[config.mk]
export PLATFORM = sky130hd
export DESIGN_NAME = deser400_gate_gen
export DESIGN_NICKNAME = d
export VERILOG_FILES = /design/src/rtl/deser400_gate_pkg.sv /design/src/rtl/deser400_gate_tc.sv /design/src/rtl/deser400_gate_gen.sv
export SDC_FILE = /design/constraint.sdc
export NUM_CORES = 1
export LEC_CHECK = 0
export BUFFER_PORTS_ARGS = -buffer_cell sky130_fd_sc_hd__buf_2
export CAP_MARGIN = 15
export CORE_UTILIZATION = 45
export DETAILED_ROUTE_END_ITERATION = 8
export HOLD_SLACK_MARGIN = 0.15
export PLACE_DENSITY = 0.65
export SLEW_MARGIN = 20
export SYNTH_ARGS = -nofsm -noshare
export SYNTH_HDL_FRONTEND = slang
export SYNTH_HIERARCHICAL = 1
export SYNTH_SLANG_ARGS = --single-unit
[constraint.sdc]
create_clock -name clk -period 3.4 [get_ports clk]
set_input_delay 0.17 -clock clk [delete_from_list [all_inputs] [get_ports clk]]
set_output_delay 0.17 -clock clk [all_outputs]
set_load 0.02 [all_outputs]
[src/rtl/deser400_gate_pkg.sv]
// deser400_gate_pkg: shared encodings for the programmable deser400 gate generator.
//   MODE_*        : cfg_mode encodings (2'b11 behaves as off)
//   state_t       : gate FSM states
//   CNT_W_DEFAULT : default period/length counter width
package deser400_gate_pkg;

    localparam int unsigned CNT_W_DEFAULT = 22;

    localparam logic [1:0] MODE_OFF    = 2'b00;
    localparam logic [1:0] MODE_CONT   = 2'b01;
    localparam logic [1:0] MODE_SINGLE = 2'b10;

    typedef enum logic [1:0] {
        IDLE  = 2'd0,
        ARMED = 2'd1,
        RUN   = 2'd2
    } state_t;

    // True for the two modes that keep the generator alive; anything else aborts.
    function automatic logic mode_active(input logic [1:0] mode);
        return (mode == MODE_CONT) || (mode == MODE_SINGLE);
    endfunction

endpackage

[src/rtl/deser400_gate_tc.sv]
// deser400_gate_tc: period counter with shadowed period/length and terminal-count compare.
//   clk, reset_n   : clock, async active-low reset
//   load           : restart at 0 and capture cfg_period/cfg_length into the shadows
//   run            : count up by one (ignored when load is set); neither -> cnt cleared
//   cfg_period     : terminal count (period - 1)
//   cfg_length     : gate length in cycles
//   cnt            : current count
//   len_shadow     : gate length frozen for the current period
//   tc_c           : cnt equals the shadowed terminal count (combinational)
module deser400_gate_tc
    import deser400_gate_pkg::*;
#(
    parameter int unsigned CNT_W = CNT_W_DEFAULT
) (
    input  logic             clk,
    input  logic             reset_n,
    input  logic             load,
    input  logic             run,
    input  logic [CNT_W-1:0] cfg_period,
    input  logic [CNT_W-1:0] cfg_length,
    output logic [CNT_W-1:0] cnt,
    output logic [CNT_W-1:0] len_shadow,
    output logic             tc_c
);

    logic [CNT_W-1:0] per_shadow;

    // Counter and shadow registers; shadows only move on load.
    always_ff @(posedge clk or negedge reset_n) begin
        if (!reset_n) begin
            cnt        <= '0;
            per_shadow <= '0;
            len_shadow <= '0;
        end else if (load) begin
            cnt        <= '0;
            per_shadow <= cfg_period;
            len_shadow <= cfg_length;
        end else if (run) begin
            cnt <= cnt + CNT_W'(1);
        end else begin
            cnt <= '0;
        end
    end

    assign tc_c = (cnt == per_shadow);

endmodule

[src/rtl/deser400_gate_gen.sv]
// deser400_gate_gen: programmable periodic gate generator (continuous / single-shot).
//   clk, reset_n : 40 MHz clock, async active-low reset
//   cfg_period   : terminal count, period = cfg_period + 1 cycles
//   cfg_length   : gate high time in cycles (0 = never opens)
//   cfg_mode     : 00 off, 01 continuous, 10 single-shot, 11 off
//   trig         : single-shot start request
//   gate         : gate output
//   gate_start   : pulse in first cycle of each gate window
//   period_end   : pulse in last cycle of each period
//   busy         : period in progress
//   phase        : position within the period, aligned with gate
//   gate_count   : gate_start count, only when DESER400_GATE_CNT_EN is defined
// PIPE (0/1) adds one output register stage on all outputs.
module deser400_gate_gen
    import deser400_gate_pkg::*;
#(
    parameter int unsigned CNT_W = CNT_W_DEFAULT,
    parameter int unsigned PIPE  = 1
) (
    input  logic             clk,
    input  logic             reset_n,
    input  logic [CNT_W-1:0] cfg_period,
    input  logic [CNT_W-1:0] cfg_length,
    input  logic [1:0]       cfg_mode,
    input  logic             trig,
    output logic             gate,
    output logic             gate_start,
    output logic             period_end,
    output logic             busy,
    output logic [CNT_W-1:0] phase
`ifdef DESER400_GATE_CNT_EN
    ,
    output logic [15:0]      gate_count
`endif
);

    state_t           state;
    logic             mode_ok_c;
    logic             active_c;
    logic             run_next_c;
    logic             load_c;
    logic [CNT_W-1:0] cnt;
    logic [CNT_W-1:0] len_shadow;
    logic             tc_c;

    logic             gate_s;
    logic             start_s;
    logic             end_s;
    logic             busy_s;
    logic [CNT_W-1:0] phase_s;

    assign mode_ok_c = mode_active(cfg_mode);
    // Qualifying with mode_ok_c makes an abort drop the outputs with the state change.
    assign active_c  = (state == RUN) && mode_ok_c;

    // Whether the next cycle is a RUN cycle.
    always_comb begin
        run_next_c = 1'b0;
        if (mode_ok_c) begin
            unique case (state)
                IDLE:    run_next_c = (cfg_mode == MODE_CONT);
                ARMED:   run_next_c = trig || (cfg_mode == MODE_CONT);
                RUN:     run_next_c = !(tc_c && (cfg_mode == MODE_SINGLE));
                default: run_next_c = 1'b0;
            endcase
        end
    end

    // Shadows are captured on entry to RUN and at each wrap that stays in RUN.
    assign load_c = run_next_c && ((state != RUN) || tc_c);

    deser400_gate_tc #(
        .CNT_W (CNT_W)
    ) u_tc (
        .clk        (clk),
        .reset_n    (reset_n),
        .load       (load_c),
        .run        (run_next_c),
        .cfg_period (cfg_period),
        .cfg_length (cfg_length),
        .cnt        (cnt),
        .len_shadow (len_shadow),
        .tc_c       (tc_c)
    );

    // Gate FSM with first output register stage.
    always_ff @(posedge clk or negedge reset_n) begin
        if (!reset_n) begin
            state   <= IDLE;
            gate_s  <= 1'b0;
            start_s <= 1'b0;
            end_s   <= 1'b0;
            busy_s  <= 1'b0;
            phase_s <= '0;
        end else begin
            if (!mode_ok_c) begin
                state <= IDLE;
            end else begin
                unique case (state)
                    IDLE:    state <= (cfg_mode == MODE_CONT) ? RUN : ARMED;
                    ARMED:   if (run_next_c) state <= RUN;
                    RUN:     if (!run_next_c) state <= IDLE;
                    default: state <= IDLE;
                endcase
            end
            gate_s  <= active_c && (cnt < len_shadow);
            start_s <= active_c && (cnt == '0) && (len_shadow != '0);
            end_s   <= active_c && tc_c;
            busy_s  <= active_c;
            phase_s <= active_c ? cnt : '0;
        end
    end

    // Optional second output stage.
    if (PIPE != 0) begin : g_pipe
        logic             gate_q;
        logic             start_q;
        logic             end_q;
        logic             busy_q;
        logic [CNT_W-1:0] phase_q;

        always_ff @(posedge clk or negedge reset_n) begin
            if (!reset_n) begin
                gate_q  <= 1'b0;
                start_q <= 1'b0;
                end_q   <= 1'b0;
                busy_q  <= 1'b0;
                phase_q <= '0;
            end else begin
                gate_q  <= gate_s;
                start_q <= start_s;
                end_q   <= end_s;
                busy_q  <= busy_s;
                phase_q <= phase_s;
            end
        end

        assign gate       = gate_q;
        assign gate_start = start_q;
        assign period_end = end_q;
        assign busy       = busy_q;
        assign phase      = phase_q;
    end else begin : g_nopipe
        assign gate       = gate_s;
        assign gate_start = start_s;
        assign period_end = end_s;
        assign busy       = busy_s;
        assign phase      = phase_s;
    end

`ifdef DESER400_GATE_CNT_EN
    // Window counter; cleared when an off mode forces a return to IDLE, wraps naturally.
    always_ff @(posedge clk or negedge reset_n) begin
        if (!reset_n) begin
            gate_count <= '0;
        end else if (!mode_ok_c && (state != IDLE)) begin
            gate_count <= '0;
        end else if (gate_start) begin
            gate_count <= gate_count + 16'(1);
        end
    end
`endif

endmodule
==> impl_metrics.tcl <==
set metrics [dict create \
    grt_max_degree 77 \
    setup_viol 0 \
    globalRouteMet2Util 0.353 \
    rows 38 \
    place.gp.congestion 0.824 \
    ys_warn_count 6 \
    clock-sinks 120 \
    sw_frac_of_total 0.273 \
    wl_mm 11.4 \
    rsz0062_at_grt "false" \
    core_um2 11000 \
    grt_use_met3 0.0580 \
    arrival_ps 3340 \
    crit_fanout 44 \
    clk_pin_slew_worst_paths_ps 50 \
    post-dp-hpwl_mm 7.46 \
    peakVddDrop_mv 0.533 \
    p_sw_w 0.00124 \
    async_flop_share 1.00 \
    start_kind "flop" \
    synth_edf_count 0 \
    grt_pass1_vias 3771 \
    drv_slew 0 \
    status "finished clean" \
    p_leak_nw 3.34 \
    power.density_nw_per_um2 662 \
    end_kind "flop" \
    clkLatencyLatePin_ps 420 \
    grt_pass1_wl_mm 18.8 \
    final_core_util 0.620 \
    power.total_w 0.00453 \
    route.detailed.drc 0 \
    synthToLayoutAreaGrowth_pct 32.1 \
    ys_seq_elements 120 \
    pwr-share-comb 0.175 \
    syn_nets 486 \
    netlist-cell-type-count 42 \
    period_needed_ps 3050 \
    die_area_um2 11900 \
    hold_class "in -> reg" \
    syn_area_um2 5170 \
    maxCapViolations 0 \
    vias 3623 \
    fin_setup_tns_ps 0 \
    whs_ps 199 \
    cts_root_buf "clkbuf_16" \
    gr-usage-met1 0.268 \
    synth_area_per_cell_um2 12.5 \
    layout-drive-gt1-share 0.301 \
    fillerInstances 890 \
    ant_nets 0 \
    die_h_um 109 \
    wl_per_cell_um 16.1 \
    cts_inserted_buffers 17 \
    grt_busiest_layer "met2" \
    ios 75 \
    worstPathRequired_ps 3690 \
    cts_tree "done" \
    synthFlopType "dfrtp_1" \
    pwr-share-seq 0.424 \
    drt_pass1_iterations 4 \
    fmax_ghz 0.328 \
    hold_viol 0 \
    portBuffers 74 \
    worst_pin_slew_ps 953 \
    clock_power_share 0.400 \
    worst_slack_ps 353 \
    grtUsageTotal 0.215 \
    clk_path_buf_depth 2 \
    synth-seq-area-share 0.580 \
    dp_slack_ps 443 \
    drt-initial-drc-count 215 \
    finClkSkew_ps 7.20 \
    syn-instance-count 413 \
    antenna_cells 0 \
    finalNetCount 624 \
    grt.overflow.total 0 \
    via_per_inst 5.15 \
    post_cts_buffers 0 \
    initial_core_util 0.469 \
    die_width_um 109 \
    crit_type "reg -> reg" \
    p_int_w 0.00329 \
    max_slew_margin 0.365 \
    period_share 0.896 \
    cts.htree.levels 4 \
    antenna_found_initial 0 \
]
-- through the flow --
step | instances | area, um^2
after CTS | 704 | 6840
after floorplan | 413 | 5170
final | 704 | 6840
after detailed placement | 626 | 5770
after global placement | 626 | 5770
after global routing | 704 | 6840
-- critical path, cell delays in order (launching register included) --
cell     delay (ps)
dfrtp_1         540
xor2_1          230
nor4_1          380
nand4_1         150
nor4_1          370
nor3b_1         120
nor3_2          200
buf_4           500
mux2_2          400
-- registers in the layout, indices dropped and copies added (netlist names) --
name,flops
state,2
phase,22
start_s,1
phase_s,22
u_tc/len_shadow,22
busy_s,1
u_tc/per_shadow,22
u_tc/cnt,22
period_end,1
end_s,1
busy,1
gate_start,1
gate,1
gate_s,1
-- path summary, 6_finish.rpt --
kind,from,endpoint,slack [ps],depth (start not counted)
max in group asynchronous,reset_n,u_tc/len_shadow[14],2200,3
worst min register to register,phase_s[8],phase[8],350,0
worst max register to register,u_tc/cnt[0],u_tc/len_shadow[5],350,8
min in group asynchronous,reset_n,phase[18],450,2
worst min-delay path,cfg_mode[0],state[0],200,4
worst max-delay path,u_tc/cnt[0],u_tc/len_shadow[5],350,8
-- synth_stat cells, types with 2 or more instances --
library cell  count  area share
nand4_1          10       0.012
o211ai_1          2      0.0029
and3_1            3      0.0036
nand3_1           8      0.0077
or3_1             6      0.0073
nand2_1           8      0.0058
nor3_1            5      0.0048
o21ai_0           5      0.0048
inv_1            27       0.020
dfrtp_1         120        0.58
o31a_1            2      0.0034
and2_1           23       0.028
nor2b_1           2      0.0024
nor2_1           21       0.015
a21oi_1          15       0.015
ha_1             24       0.058
clkbuf_1          5      0.0036
xnor2_1          13       0.022
xor2_1           22       0.037
buf_2             2      0.0019
mux2_2           45       0.098
nor3b_1           2      0.0029
buf_1             4      0.0029
nor4_1           20       0.024
o31ai_1           2      0.0029
-- layout by cell type, fill, tap and decap left out, types with 3 or more instances in the layout --
cell type,netlist,final
xor2_1,22,22
inv_1,27,27
clkinvlp_4,0,4
and3_1,3,3
buf_2,2,73
nor3_1,5,4
and2_1,23,23
bufinv_16,0,3
nand2_1,8,8
nand4_1,10,10
or3_1,6,6
dfrtp_1,120,120
o21ai_0,5,5
clkinv_4,0,3
buf_4,0,10
mux2_2,45,45
xnor2_1,13,13
clkbuf_16,0,17
ha_1,24,24
nor4_1,20,20
dlygate4sd3_1,0,46
nand3_1,8,8
nor2_1,21,21
a21oi_1,15,15
-- logic make-up after synthesis --
group           Yosys count  share of synthesized area
xor+xnor                 35                     0.0592
flops                   120                      0.580
mux                      45                     0.0979
compound gates           34                     0.0423
fa+ha+maj                24                     0.0580
simple gates            117                      0.134
buf+inv                  38                     0.0280
-- routing by layer --
| metal | wire (um) | share of wire | vias up |
|---|---|---|---|
| li1 | - | - | 1720 |
| met1 | 4970 | 0.44 | 1778 |
| met2 | 5570 | 0.49 | 105 |
| met3 | 554 | 0.049 | 20 |
| met4 | 260 | 0.023 | 0 |
| met5 | 0 | 0 | - |
-- layout make-up --
cell class,count,area (um^2),area share
clock buffers,18,429,0.0628
well taps,140,175,0.0256
multi-input cells,255,2030,0.297
repair buffers,130,921,0.135
flip-flops and latches,120,3000,0.439
inverters,27,101,0.0148
clock inverters,14,174,0.0254
-- power groups by stage --
stage               Combinational (W)  Sequential, W  Clock, W
floorplan                    0.000571        0.00187         0
global placement             0.000708        0.00193         0
detailed placement           0.000744        0.00195         0
CTS                          0.000792        0.00192   0.00184
global route                 0.000892        0.00196   0.00193
finish                       0.000794        0.00192   0.00181
-- what timing repair did --
action                                 CTS  global route
hold buffers                            46             0
gates resized for setup                  0             0
endpoints found under the hold margin  120             0
(Power assumes the default switching activity.)
